### src/rtl/keyboard_pkg.sv
// keyboard_pkg: scan-code constants, LED FSM states and the key event
// record shared by the keyboard event front end.
package keyboard_pkg;

   localparam logic [7:0] SC_ACK    = 8'hFA;
   localparam logic [7:0] SC_RESEND = 8'hFE;
   localparam logic [7:0] SC_BAT    = 8'hAA;
   localparam logic [7:0] SC_EXT    = 8'hE0;
   localparam logic [7:0] SC_BREAK  = 8'hF0;
   localparam logic [7:0] SC_CAPS   = 8'h58;
   localparam logic [7:0] SC_NUM    = 8'h77;
   localparam logic [7:0] SC_SCROLL = 8'h7E;
   localparam logic [7:0] SC_LSHIFT = 8'h12;
   localparam logic [7:0] SC_RSHIFT = 8'h59;
   localparam logic [7:0] SC_CTRL   = 8'h14;
   localparam logic [7:0] SC_ALT    = 8'h11;

   localparam logic [7:0] COMMAND_SET_LEDS = 8'hED;

   localparam int MOD_SHIFT = 0;
   localparam int MOD_CTRL  = 1;
   localparam int MOD_ALT   = 2;
   localparam int MOD_CAPS  = 3;
   localparam int MOD_NUM   = 4;

   typedef enum logic [2:0] {
      ST_IDLE,
      ST_SEND0,
      ST_TXACK0,
      ST_KBACK0,
      ST_SEND1,
      ST_TXACK1,
      ST_KBACK1
   } led_state_t;

   typedef struct packed {
      logic [7:0] code;
      logic       extended;
      logic       released;
      logic [4:0] modifiers;
   } key_event_t;

endpackage

### src/rtl/keyboard_event_fifo.sv
// keyboard_event_fifo: synchronous show-ahead FIFO; head word is
// visible one cycle after the push that fills an empty queue.
module keyboard_event_fifo #(
   parameter int unsigned DEPTH = 4,
   parameter int unsigned WIDTH = 8
) (
   input  logic             clk,
   input  logic             reset_low,
   input  logic             push,
   input  logic [WIDTH-1:0] din,
   input  logic             pop,
   output logic [WIDTH-1:0] dout,
   output logic             full,
   output logic             empty
);

   localparam int unsigned AW = (DEPTH > 1) ? $clog2(DEPTH) : 1;

   logic [WIDTH-1:0] r_mem [DEPTH];
   logic [AW-1:0]    r_wr;
   logic [AW-1:0]    r_rd;
   logic [AW:0]      r_cnt;
   logic             w_push;
   logic             w_pop;

   assign w_pop  = pop && !empty;
   assign w_push = push && (!full || w_pop);
   assign full   = (r_cnt == (AW+1)'(DEPTH));
   assign empty  = (r_cnt == '0);
   assign dout   = r_mem[r_rd];

   // Storage, pointers and occupancy; a push into a full queue is
   // accepted only when the head is leaving in the same cycle
   always_ff @(posedge clk) begin
      if (!reset_low) begin
         r_wr  <= '0;
         r_rd  <= '0;
         r_cnt <= '0;
         for (int i = 0; i < DEPTH; i++) r_mem[i] <= '0;
      end else begin
         if (w_push) begin
            r_mem[r_wr] <= din;
            r_wr        <= r_wr + 1'b1;
         end
         if (w_pop) r_rd <= r_rd + 1'b1;
         r_cnt <= r_cnt + (AW+1)'(w_push) - (AW+1)'(w_pop);
      end
   end

endmodule

### src/rtl/keyboard_events.sv
// keyboard_events: PS/2 scan codes to key events plus LED command FSM.
// Optional scroll lock on code 7E: define KEYBOARD_SCROLL_LOCK_EN.
module keyboard_events
   import keyboard_pkg::*;
#(
   parameter int unsigned FIFO_DEPTH  = 4,
   parameter logic [15:0] ACK_TIMEOUT = 16'd50000,
   parameter int unsigned RETRY_LIMIT = 2
) (
   input  logic       clk,
   input  logic       reset_low,
   input  logic       command_ready,
   output logic       command_valid,
   output logic [7:0] command_byte,
   output logic       command_ack_ready,
   input  logic       command_ack_valid,
   input  logic       command_ack_error,
   output logic       scan_code_ready,
   input  logic       scan_code_valid,
   input  logic [7:0] scan_code_byte,
   input  logic       event_ready,
   output logic       event_valid,
   output logic [7:0] event_code,
   output logic       event_extended,
   output logic       event_released,
   output logic [4:0] event_modifiers,
   output logic       event_overflow,
   output logic [2:0] leds
);

   localparam logic [7:0] RL = 8'(RETRY_LIMIT);

   logic        r_scan_ready, r_ext, r_rel, r_overflow;
   logic        r_lsh, r_rsh, r_lctl, r_rctl, r_lalt, r_ralt;
   logic        r_caps, r_num, r_caps_held, r_num_held;
   logic        r_ack_seen, r_resend, r_led_pending;
   led_state_t  r_state, w_next;
   logic [7:0]  r_retry;
   logic [15:0] r_timer;
   logic [2:0]  r_sent, r_leds;

   logic        w_acc, w_code, w_is_ack, w_is_resend, w_is_bat;
   logic        w_is_ext, w_is_brk, w_nx_make, w_nx_key;
   logic        w_caps_tgl, w_num_tgl, w_scroll_tgl, w_scroll;
   logic        w_led_req, w_full, w_empty, w_pop;
   logic [4:0]  w_mods;
   logic [2:0]  w_led_bits;
   key_event_t  w_evt, w_head;
   logic        w_start, w_fail, w_ok, w_ack_clr;
   logic        w_enter_send0, w_enter_kb, w_in_kb;

   assign w_acc       = scan_code_valid && r_scan_ready;
   assign w_is_ack    = w_acc && (scan_code_byte == SC_ACK);
   assign w_is_resend = w_acc && (scan_code_byte == SC_RESEND);
   assign w_is_bat    = w_acc && (scan_code_byte == SC_BAT);
   assign w_is_ext    = w_acc && (scan_code_byte == SC_EXT);
   assign w_is_brk    = w_acc && (scan_code_byte == SC_BREAK);
   assign w_code      = w_acc && !(w_is_ack || w_is_resend ||
                        w_is_bat || w_is_ext || w_is_brk);
   assign w_nx_key    = w_code && !r_ext;
   assign w_nx_make   = w_nx_key && !r_rel;
   assign w_caps_tgl  = w_nx_make && (scan_code_byte == SC_CAPS)
                        && !r_caps_held;
   assign w_num_tgl   = w_nx_make && (scan_code_byte == SC_NUM)
                        && !r_num_held;
   assign w_led_req   = w_is_bat || w_caps_tgl || w_num_tgl
                        || w_scroll_tgl;

`ifdef KEYBOARD_SCROLL_LOCK_EN
   logic r_scroll, r_scroll_held;
   assign w_scroll_tgl = w_nx_make && (scan_code_byte == SC_SCROLL)
                         && !r_scroll_held;
   assign w_scroll     = r_scroll;
   // Scroll lock toggles once per press; held bit blocks auto-repeat
   always_ff @(posedge clk) begin
      if (!reset_low) begin
         r_scroll      <= 1'b0;
         r_scroll_held <= 1'b0;
      end else begin
         if (w_scroll_tgl) r_scroll <= !r_scroll;
         if (w_nx_key && (scan_code_byte == SC_SCROLL))
            r_scroll_held <= !r_rel;
      end
   end
`else
   assign w_scroll_tgl = 1'b0;
   assign w_scroll     = 1'b0;
`endif

   always_comb begin
      w_mods            = '0;
      w_mods[MOD_SHIFT] = r_lsh || r_rsh;
      w_mods[MOD_CTRL]  = r_lctl || r_rctl;
      w_mods[MOD_ALT]   = r_lalt || r_ralt;
      w_mods[MOD_CAPS]  = r_caps;
      w_mods[MOD_NUM]   = r_num;
   end

   assign w_evt.code      = scan_code_byte;
   assign w_evt.extended  = r_ext;
   assign w_evt.released  = r_rel;
   assign w_evt.modifiers = w_mods;
   assign w_pop           = event_ready && !w_empty;

   keyboard_event_fifo #(
      .DEPTH (FIFO_DEPTH),
      .WIDTH ($bits(key_event_t))
   ) u_fifo (
      .clk       (clk),
      .reset_low (reset_low),
      .push      (w_code),
      .din       (w_evt),
      .pop       (w_pop),
      .dout      (w_head),
      .full      (w_full),
      .empty     (w_empty)
   );

   assign scan_code_ready = r_scan_ready;
   assign event_valid     = !w_empty;
   assign event_code      = w_head.code;
   assign event_extended  = w_head.extended;
   assign event_released  = w_head.released;
   assign event_modifiers = w_head.modifiers;
   assign event_overflow  = r_overflow;
   assign leds            = r_leds;

   // Prefix flags, modifier/lock tracking and overflow pulse
   always_ff @(posedge clk) begin
      if (!reset_low) begin
         r_scan_ready <= 1'b0;
         r_ext        <= 1'b0;
         r_rel        <= 1'b0;
         r_overflow   <= 1'b0;
         r_lsh        <= 1'b0;
         r_rsh        <= 1'b0;
         r_lctl       <= 1'b0;
         r_rctl       <= 1'b0;
         r_lalt       <= 1'b0;
         r_ralt       <= 1'b0;
         r_caps       <= 1'b0;
         r_num        <= 1'b0;
         r_caps_held  <= 1'b0;
         r_num_held   <= 1'b0;
      end else begin
         r_scan_ready <= 1'b1;
         r_overflow   <= w_code && w_full && !event_ready;
         if (w_is_ext) r_ext <= 1'b1;
         if (w_is_brk) r_rel <= 1'b1;
         if (w_code) begin
            r_ext <= 1'b0;
            r_rel <= 1'b0;
         end
         if (w_code && (scan_code_byte == SC_LSHIFT)) r_lsh <= !r_rel;
         if (w_code && (scan_code_byte == SC_RSHIFT)) r_rsh <= !r_rel;
         if (w_code && (scan_code_byte == SC_CTRL)) begin
            if (r_ext) r_rctl <= !r_rel;
            else       r_lctl <= !r_rel;
         end
         if (w_code && (scan_code_byte == SC_ALT)) begin
            if (r_ext) r_ralt <= !r_rel;
            else       r_lalt <= !r_rel;
         end
         if (w_nx_key && (scan_code_byte == SC_CAPS))
            r_caps_held <= !r_rel;
         if (w_nx_key && (scan_code_byte == SC_NUM))
            r_num_held <= !r_rel;
         if (w_caps_tgl) r_caps <= !r_caps;
         if (w_num_tgl)  r_num  <= !r_num;
      end
   end

   assign w_led_bits = {r_caps, r_num, w_scroll};
   assign w_in_kb    = (r_state == ST_KBACK0) || (r_state == ST_KBACK1);

   // LED FSM next state, strobes and command channel outputs
   always_comb begin
      w_next            = r_state;
      w_start           = 1'b0;
      w_fail            = 1'b0;
      w_ok              = 1'b0;
      w_ack_clr         = 1'b0;
      command_valid     = 1'b0;
      command_byte      = 8'h00;
      command_ack_ready = 1'b0;
      unique case (r_state)
         ST_IDLE: begin
            if (r_led_pending) begin
               w_next  = ST_SEND0;
               w_start = 1'b1;
            end
         end
         ST_SEND0: begin
            command_valid = 1'b1;
            command_byte  = COMMAND_SET_LEDS;
            if (command_ready) w_next = ST_TXACK0;
         end
         ST_TXACK0, ST_TXACK1: begin
            command_ack_ready = 1'b1;
            if (command_ack_valid) begin
               if (command_ack_error) w_fail = 1'b1;
               else if (r_state == ST_TXACK0) w_next = ST_KBACK0;
               else w_next = ST_KBACK1;
            end
         end
         ST_KBACK0, ST_KBACK1: begin
            if (r_resend || (r_timer == ACK_TIMEOUT)) begin
               w_fail = 1'b1;
            end else if (r_ack_seen) begin
               w_ack_clr = 1'b1;
               if (r_state == ST_KBACK0) begin
                  w_next = ST_SEND1;
               end else begin
                  w_next = ST_IDLE;
                  w_ok   = 1'b1;
               end
            end
         end
         ST_SEND1: begin
            command_valid = 1'b1;
            command_byte  = {5'b0, w_led_bits};
            if (command_ready) w_next = ST_TXACK1;
         end
         default: w_next = ST_IDLE;
      endcase
      if (w_fail) w_next = (r_retry < RL) ? ST_SEND0 : ST_IDLE;
   end

   assign w_enter_send0 = (w_next == ST_SEND0) && (r_state != ST_SEND0);
   assign w_enter_kb    = ((w_next == ST_KBACK0) || (w_next == ST_KBACK1))
                          && !w_in_kb;

   // LED FSM state, retry/timer and keyboard reply flags
   always_ff @(posedge clk) begin
      if (!reset_low) begin
         r_state       <= ST_IDLE;
         r_retry       <= '0;
         r_timer       <= '0;
         r_sent        <= '0;
         r_leds        <= '0;
         r_ack_seen    <= 1'b0;
         r_resend      <= 1'b0;
         r_led_pending <= 1'b0;
      end else begin
         r_state <= w_next;
         if (w_start) r_retry <= '0;
         else if (w_fail && (r_retry < RL)) r_retry <= r_retry + 8'd1;
         if (w_enter_kb) r_timer <= '0;
         else if (w_in_kb) r_timer <= r_timer + 16'd1;
         if ((r_state == ST_SEND1) && command_ready) r_sent <= w_led_bits;
         if (w_ok) r_leds <= r_sent;
         if (w_enter_send0) r_ack_seen <= 1'b0;
         else if (w_is_ack) r_ack_seen <= 1'b1;
         else if (w_ack_clr) r_ack_seen <= 1'b0;
         if (w_enter_send0) r_resend <= 1'b0;
         else if (w_is_resend) r_resend <= 1'b1;
         if (w_led_req) r_led_pending <= 1'b1;
         else if (w_start) r_led_pending <= 1'b0;
      end
   end

endmodule

### config.mk
export PLATFORM = sky130hd
export DESIGN_NAME = keyboard_events
export DESIGN_NICKNAME = d
export VERILOG_FILES = /design/src/rtl/keyboard_pkg.sv /design/src/rtl/keyboard_event_fifo.sv /design/src/rtl/keyboard_events.sv
export SDC_FILE = /design/constraint.sdc
export NUM_CORES = 1
export LEC_CHECK = 0
export ABC_AREA = 1
export CAP_MARGIN = 25
export CORE_AREA = 2 2 106 108
export CTS_CLUSTER_DIAMETER = 120
export DETAILED_ROUTE_END_ITERATION = 12
export DIE_AREA = 0 0 108 110
export GPL_TIMING_DRIVEN = 0
export PLACE_DENSITY_LB_ADDON = 0.12
export SYNTH_ARGS = -nofsm -noshare
export SYNTH_HDL_FRONTEND = slang
export SYNTH_SLANG_ARGS = --single-unit
### constraint.sdc
create_clock -name clk -period 5.76 [get_ports clk]
set_input_delay 1.44 -clock clk [delete_from_list [all_inputs] [get_ports clk]]
set_output_delay 1.44 -clock clk [all_outputs]
set_load 0.02 [all_outputs]
==> results by group, run 1 <==
Worst setup path
  – Slowest stage cell, crit path: clkdlybuf4s50_1
  – Worst-path cell chain: inv_1 > clkbuf_1 > o21ai_0 > o22ai_1 > clkdlybuf4s50_1
  – Arr. time, crit path: 2.55 ns
  – Crit path kind: register to output port
  – Crit. End Element: output port
  – CP Launch Type: register
  – Crit path max-delay family: buffers and inverters
  – Slowest stage delay, CP: approximately 0.63 ns
  – CP required: about 4.3 ns
  – Reg2Reg Depth: 12
  – Cell count along the critical path: 5
  – Critical-path maximum fanout: 10
  – Bufs and invs on worst path: 3

Global route
  – Initial antenna violation count: 0
  – Overflow after GRT: 0
  – First-pass GRT wire length: roughly 21 mm
  – Vias in the first global route: approximately 4300
  – Pin count of the biggest net entering global routing: 17
  – Total track usage: 0.233

STA
  – Part of the cycle the worst path needs: 0.693
  – Clk_skew: roughly 0.008 ns
  – Fin Hold WS: between 0.4 and 0.5 ns
  – Fmax: 0.251 GHz
  – Final slew viol count: 0
  – Period minus WS final: approximately 4.0 ns
  – Unrepaired setup endpoints after global routing: false
  – Hold Fails Final Rpt: 0
  – Worst slew pin tran: 0.795 ns
  – Fin Setup TNS: 0 ns
  – Slew margin rel.: 0.469
  – Setup violations, final: 0

Drt
  – WL/cell: around 15 um
  – DRC: 0
  – Post-route ant nets: 0
  – Routed vias: 4425
  – Iter 0 DRT Violations: 310
  – WL final: about 13 mm
  – Vias per inst: slightly above 5
  – Drt pass-1 iters: 5

Floorplan
  – Die area: about 12000 um^2
  – I/O pins: between 40 and 50
  – Num rows: 38
  – Core area: roughly 11000 um^2
  – Initial Utilization: 0.505
  – Chip height: around 110 um
  – Die Wd: approximately 110 um

Clocking
  – Setup Buffers After CTS: 0
  – Worst-case clock buffer depth: 2
  – Hold_buf cts: 0
  – Clock sinks: 117
  – Root buffer cell: clkbuf_8
  – H-Tree Depth: 4
  – CTS tree: done
  – Clock latency on the worst-skew pair: between 0.5 and 0.6 ns
  – Cts bufs inserted: 17
  – Post-CTS resize count: 0
  – Clk pin slew, worst setup/hold paths: 0.05 ns

Final layout
  – Area Growth Syn to Fin: 21.9%
  – Register area: just under 3000 um^2
  – Final Instance Area: 6590 um^2
  – Antenna diode count: 0
  – Share of cells above drive strength 1: 0.0891
  – Number of fill cells in the layout: about 970
  – Multi-input gate area: 2050 um^2
  – Fin cells: between 800 and 900
  – # nets final: around 730

Synthesis
  – Yosys warns: 0
  – Synth Register Bits: between 100 and 150
  – Post-synthesis sequential area ratio: 0.545
  – Syn Inst Count: about 640
  – Area leader, netlist: edfxtp_1
  – Yosys top cell area share: 0.334
  – Synthesized area: ~5400 um^2
  – Syn_area_per_cell: around 8.4 um^2
  – Top cells by area, synth: edfxtp_1 33%, dfxtp_1 21%, nor2_1 11%, nand2_1 5.7%, inv_1 5.0%
  – Post-synth cell types: 32

Min path
  – Hold path depth: 2
  – Min-Delay Path Class: register to register

Placed design
  – Post-placement cell area: about 6000 um^2
  – Post-DP HPWL: between 8 and 9 mm
  – DP Cell Count: between 800 and 900
  – Placer Congestion: 0.828
  – Port bufs: 43

Run
  – Max Cap Violations: 0

Pwr
  – Cell leakage power: between 2 and 3 nW
  – VDD IR-drop max: around 170 uV
  – Power Dens Cells: around 360 nW/um^2

Run status
  – Status: complete, no violations
==> power by group <==
group / leakage [nW] / switching (W) / internal, W
logic: 1.28 / 0.000288 / 0.000177
registers: 1.08 / 0.0000239 / 0.000920
clock network: 0.268 / 0.000370 / 0.000612
==> cells by family after synthesis <==
group	after synthesis	share of synthesized area
other	1	0.000694
flip-flops	117	0.545
adder cells (fa/ha/maj)	6	0.0153
AND/OR/NAND/NOR	307	0.242
XOR/XNOR	15	0.0243
AO/OA/AOI/OAI	95	0.0950
buffers and inverters	100	0.0776
==> state kept, by name, indices dropped and copies added (netlist names), 2 cells and up, named ones only <==
register	count
leds	2
r_retry	8
r_sent	2
r_state	3
r_timer	16
u_fifo.r_cnt	3
u_fifo.r_mem	60
u_fifo.r_rd	2
u_fifo.r_wr	2
==> layout by cell type, fill, tap and decap left out, drive strengths merged <==
cell type      instances
nor2                 168
nand2                 88
inv                   78
edfxtp                60
dfxtp                 57
o21ai                 54
clkdlybuf4s50         43
nand3                 33
clkbuf                31
a21oi                 24
o22ai                 15
buf                   12
nor3                  11
xor2                   9
clkinv                 7
nand4                  6
xnor2                  6
ha                     5
clkinvlp               3
conb                   2
bufinv                 2
o211a                  1
o21a                   1
or2                    1
fa                     1
==> worst register-to-register path: cells and delay by family (launching register included) <==
family / cells / cell delay, ns
buffers and inverters: 2 / 0.30
and+or+nand+nor: 10 / 1.54
DFF: 1 / 0.36
==> synthesized netlist by cell type, drive strengths merged <==
master  instances
clkbuf         12
or2             1
xor2            9
fa              1
nor3           11
nand2          88
o21a            1
o22ai          15
o211a           1
a21oi          24
nand3          33
buf            11
nor2          168
nand4           6
edfxtp         60
xnor2           6
conb            1
inv            77
dfxtp          57
ha              5
o21ai          54
==> layer usage <==
metal,global-route usage,up-vias,part of all wire
met2,0.421,133,0.51
met1,0.270,2050,0.42
met3,0.0558,23,0.051
met5,0,-,0
met4,0.0861,0,0.016
li1,-,2219,-
==> worst paths after layout <==
path | startpoint | endpoint | slack (ns)
max | register | event_modifiers[3] | 1.77
min | r_retry[3] | r_retry[3] | 0.44
min reg2reg | r_retry[3] | r_retry[3] | 0.44
max reg2reg | scan_code_ready | u_fifo.r_mem[0][4] | 3.11
==> final cells by class <==
cell class,instances,area share
plain buffers,23,0.0194
inverters,77,0.0443
repair buffers,44,0.0676
multi-input cells,425,0.311
clock buffers,19,0.0640
clock inverters,13,0.0203
flip-flops and latches,117,0.447
well taps,140,0.0266
==> per-stage QoR <==
stage,util,total power (W),worst slack (ns)
finish,0.616,0.00239,1.77
global route,0.616,0.00249,1.61
CTS,0.616,0.00240,1.77
detailed placement,0.564,0.00143,1.33
global placement,0.562,0.00142,0.254
floorplan,-,0.00123,1.99
Note: power is estimated with default switching activity, not from simulation.
==> inputs of run 2 (changes only) <==
Clock period 5.76 ns to 3.38 ns, I/O delays scaled along.
==> results by group, run 2 (same netlist as run 1, synthesis figures left out) <==
Run status
  – Status: complete, no violations

Drt
  – Post-route ant nets: 0 (unchanged)
  – Metal2 WL: 6.50 mm (about the same)
  – Iter 0 DRT Violations: 294 (-5.2%)
  – DRC: 0 (unchanged)
  – WL/cell: 14.8 um (+0.16%)
  – Drt pass-1 iters: 6 (+1)
  – WL final: 12.7 mm (+0.16%)
  – WL met3: 811 um (+25%)
  – Routed vias: 4414 (-0.25%)
  – DRT met1 WL: 5.21 mm (-2.6%)
  – Vias per inst: 5.14 (-0.25%)
  – Highest routing layer actually used: met4

Clocking
  – Post-CTS resize count: 2 (+2)
  – Clock latency on the worst-skew pair: 0.52 ns (about the same)
  – Clk pin slew, worst setup/hold paths: 0.06 ns (about the same)
  – Setup Buffers After CTS: 0 (unchanged)
  – Worst-case clock buffer depth: 2 (unchanged)
  – Root buffer cell: clkbuf_8
  – Cts bufs inserted: 17 (unchanged)
  – Hold_buf cts: 0 (unchanged)
  – CTS tree: done
  – Clock sinks: 117 (unchanged)
  – H-Tree Depth: 4 (unchanged)

Global route
  – Vias in the first global route: 4341 (unchanged)
  – Initial antenna violation count: 0 (unchanged)
  – First-pass GRT wire length: 20.8 mm (unchanged)
  – Overflow after GRT: 0 (unchanged)
  – Pin count of the biggest net entering global routing: 17 (unchanged)
  – Total track usage: 0.233 (unchanged)

Worst setup path
  – Arr. time, crit path: 2.43 ns (-0.12 ns)
  – CP required: 2.53 ns (-1.79 ns)
  – CP Launch Type: register
  – Slowest stage cell, crit path: clkdlybuf4s50_1
  – Slowest stage delay, CP: 0.64 ns (about the same)
  – Crit path max-delay family: buffers and inverters
  – Crit. End Element: output port
  – Critical-path maximum fanout: 10 (unchanged)
  – Worst-path cell chain: clkbuf_1 > o21ai_0 > o22ai_1 > clkdlybuf4s50_1
  – Bufs and invs on worst path: 2 (-1)
  – Crit path kind: register to output port

Final layout
  – Number of flip-flops in the largest register: 60 (unchanged)
  – Commonest cells after routing, fill and taps aside: 164 x nor2_1, 79 x nand2_1, 72 x inv_1
  – Area Growth Syn to Fin: 22.1%
  – Fin cells: 858 (unchanged)
  – Antenna diode count: 0 (unchanged)
  – Biggest regs: u_fifo.r_mem (60), r_timer (16), r_retry (8)
  – Top reg by flops: u_fifo.r_mem
  – Share of cells above drive strength 1: 0.0975 (+0.00836)
  – Commonest non-fill, non-tap cell in the layout: nor2_1
  – # nets final: 726 (unchanged)

STA
  – Worst slew pin tran: 0.603 ns (-0.192 ns)
  – Setup violations, final: 0 (unchanged)
  – Fin Setup TNS: 0 ns (unchanged)
  – Hold Fails Final Rpt: 0 (unchanged)
  – Part of the cycle the worst path needs: 0.969
  – Clk_skew: 0.00795 ns (+0.0000341 ns)
  – Unrepaired setup endpoints after global routing: false
  – Fmax: 0.305 GHz
  – Fin Hold WS: 0.440 ns (-0.0000540 ns)
  – Slew margin rel.: 0.598 (+0.129)
  – Final slew viol count: 0 (unchanged)
  – Period minus WS final: 3.28 ns

Placed design
  – Port bufs: 43 (unchanged)
  – DP Cell Count: 826 (unchanged)
  – Post-DP HPWL: 8.90 mm (unchanged)
  – Placer Congestion: 0.828 (unchanged)

Pwr
  – VDD IR-drop max: 284 uV (+70%)
  – Power Dens Cells: 618 nW/um^2 (+70%)
  – PnR Total Power: 0.00408 W (+70%)
  – Cell leakage power: 2.64 nW (+0.32%)

Floorplan
  – Die area: 11900 um^2 (unchanged)
  – I/O pins: 46 (unchanged)
  – Chip height: 110 um (unchanged)
  – Core area: 10700 um^2 (unchanged)
  – Num rows: 38 (unchanged)
  – Initial Utilization: 0.505 (unchanged)
  – Die Wd: 108 um (unchanged)

Min path
  – Min-Delay Path Class: register to register

Run
  – Max Cap Violations: 0 (unchanged)
[run 2: cell counts in the layout (fill, tap and decap cells not counted)]
No cell type changed its count.
[run 2: final timing paths]
path / startpoint / end / slack [ns] / cells past startpoint
max: register / event_code[2] / 0.10 / 4
min: r_retry[3] / r_retry[3] / 0.44 / 2
max reg2reg: scan_code_ready / u_fifo.r_mem[0][4] / 1.01 / 12
min reg2reg: r_retry[3] / r_retry[3] / 0.44 / 2
[run 2: area by class of cell]
type	count	area (um^2)
Fill cell	966	4100
Sequential cell	117	2940
Multi-Input combinational cell	425	2050
Timing Repair Buffer	44	445
Clock buffer	19	422
Inverter	77	292
Tap cell	140	175
Clock inverter	13	134
Buffer	23	131
[run 2: layer usage]
metal / up-vias / GRT usage
met2: 153 / 0.421
met3: 17 / 0.0558
met4: 0 / 0.0861
li1: 2216 / -
met1: 2028 / 0.270
met5: - / 0
[run 2: report_power, final]
part	total, W	switching [W]	leakage (nW)	internal (W)
Clock	0.00167	0.000629	0.268	0.00104
Combinational	0.000797	0.000493	1.29	0.000304
Sequential	0.00161	0.0000407	1.08	0.00157
Total	0.00408	0.00116	2.64	0.00291
[run 2: worst reg2reg max path: stages, from the launching register on]
cell     delay, ns
dfxtp_1       0.37
nand2_1       0.12
nor2_1        0.19
nand4_1       0.19
nand2_2       0.16
nor2_4        0.06
nand2_2       0.10
nor2_4        0.05
inv_4         0.13
nor2_8        0.05
nand2_4       0.12
buf_6         0.17
nand2_2       0.29
[run 2: through the flow]
stage / util / area, um^2 / setup WS (ns)
5_1_grt: 0.617 / 6600 / 0.0259
6_report: 0.617 / 6600 / 0.104
4_1_cts: 0.616 / 6590 / 0.0891
3_5_place_dp: 0.564 / 6030 / -0.455
3_3_place_gp: 0.562 / 6010 / -1.53
2_1_floorplan: - / 5410 / 0.205
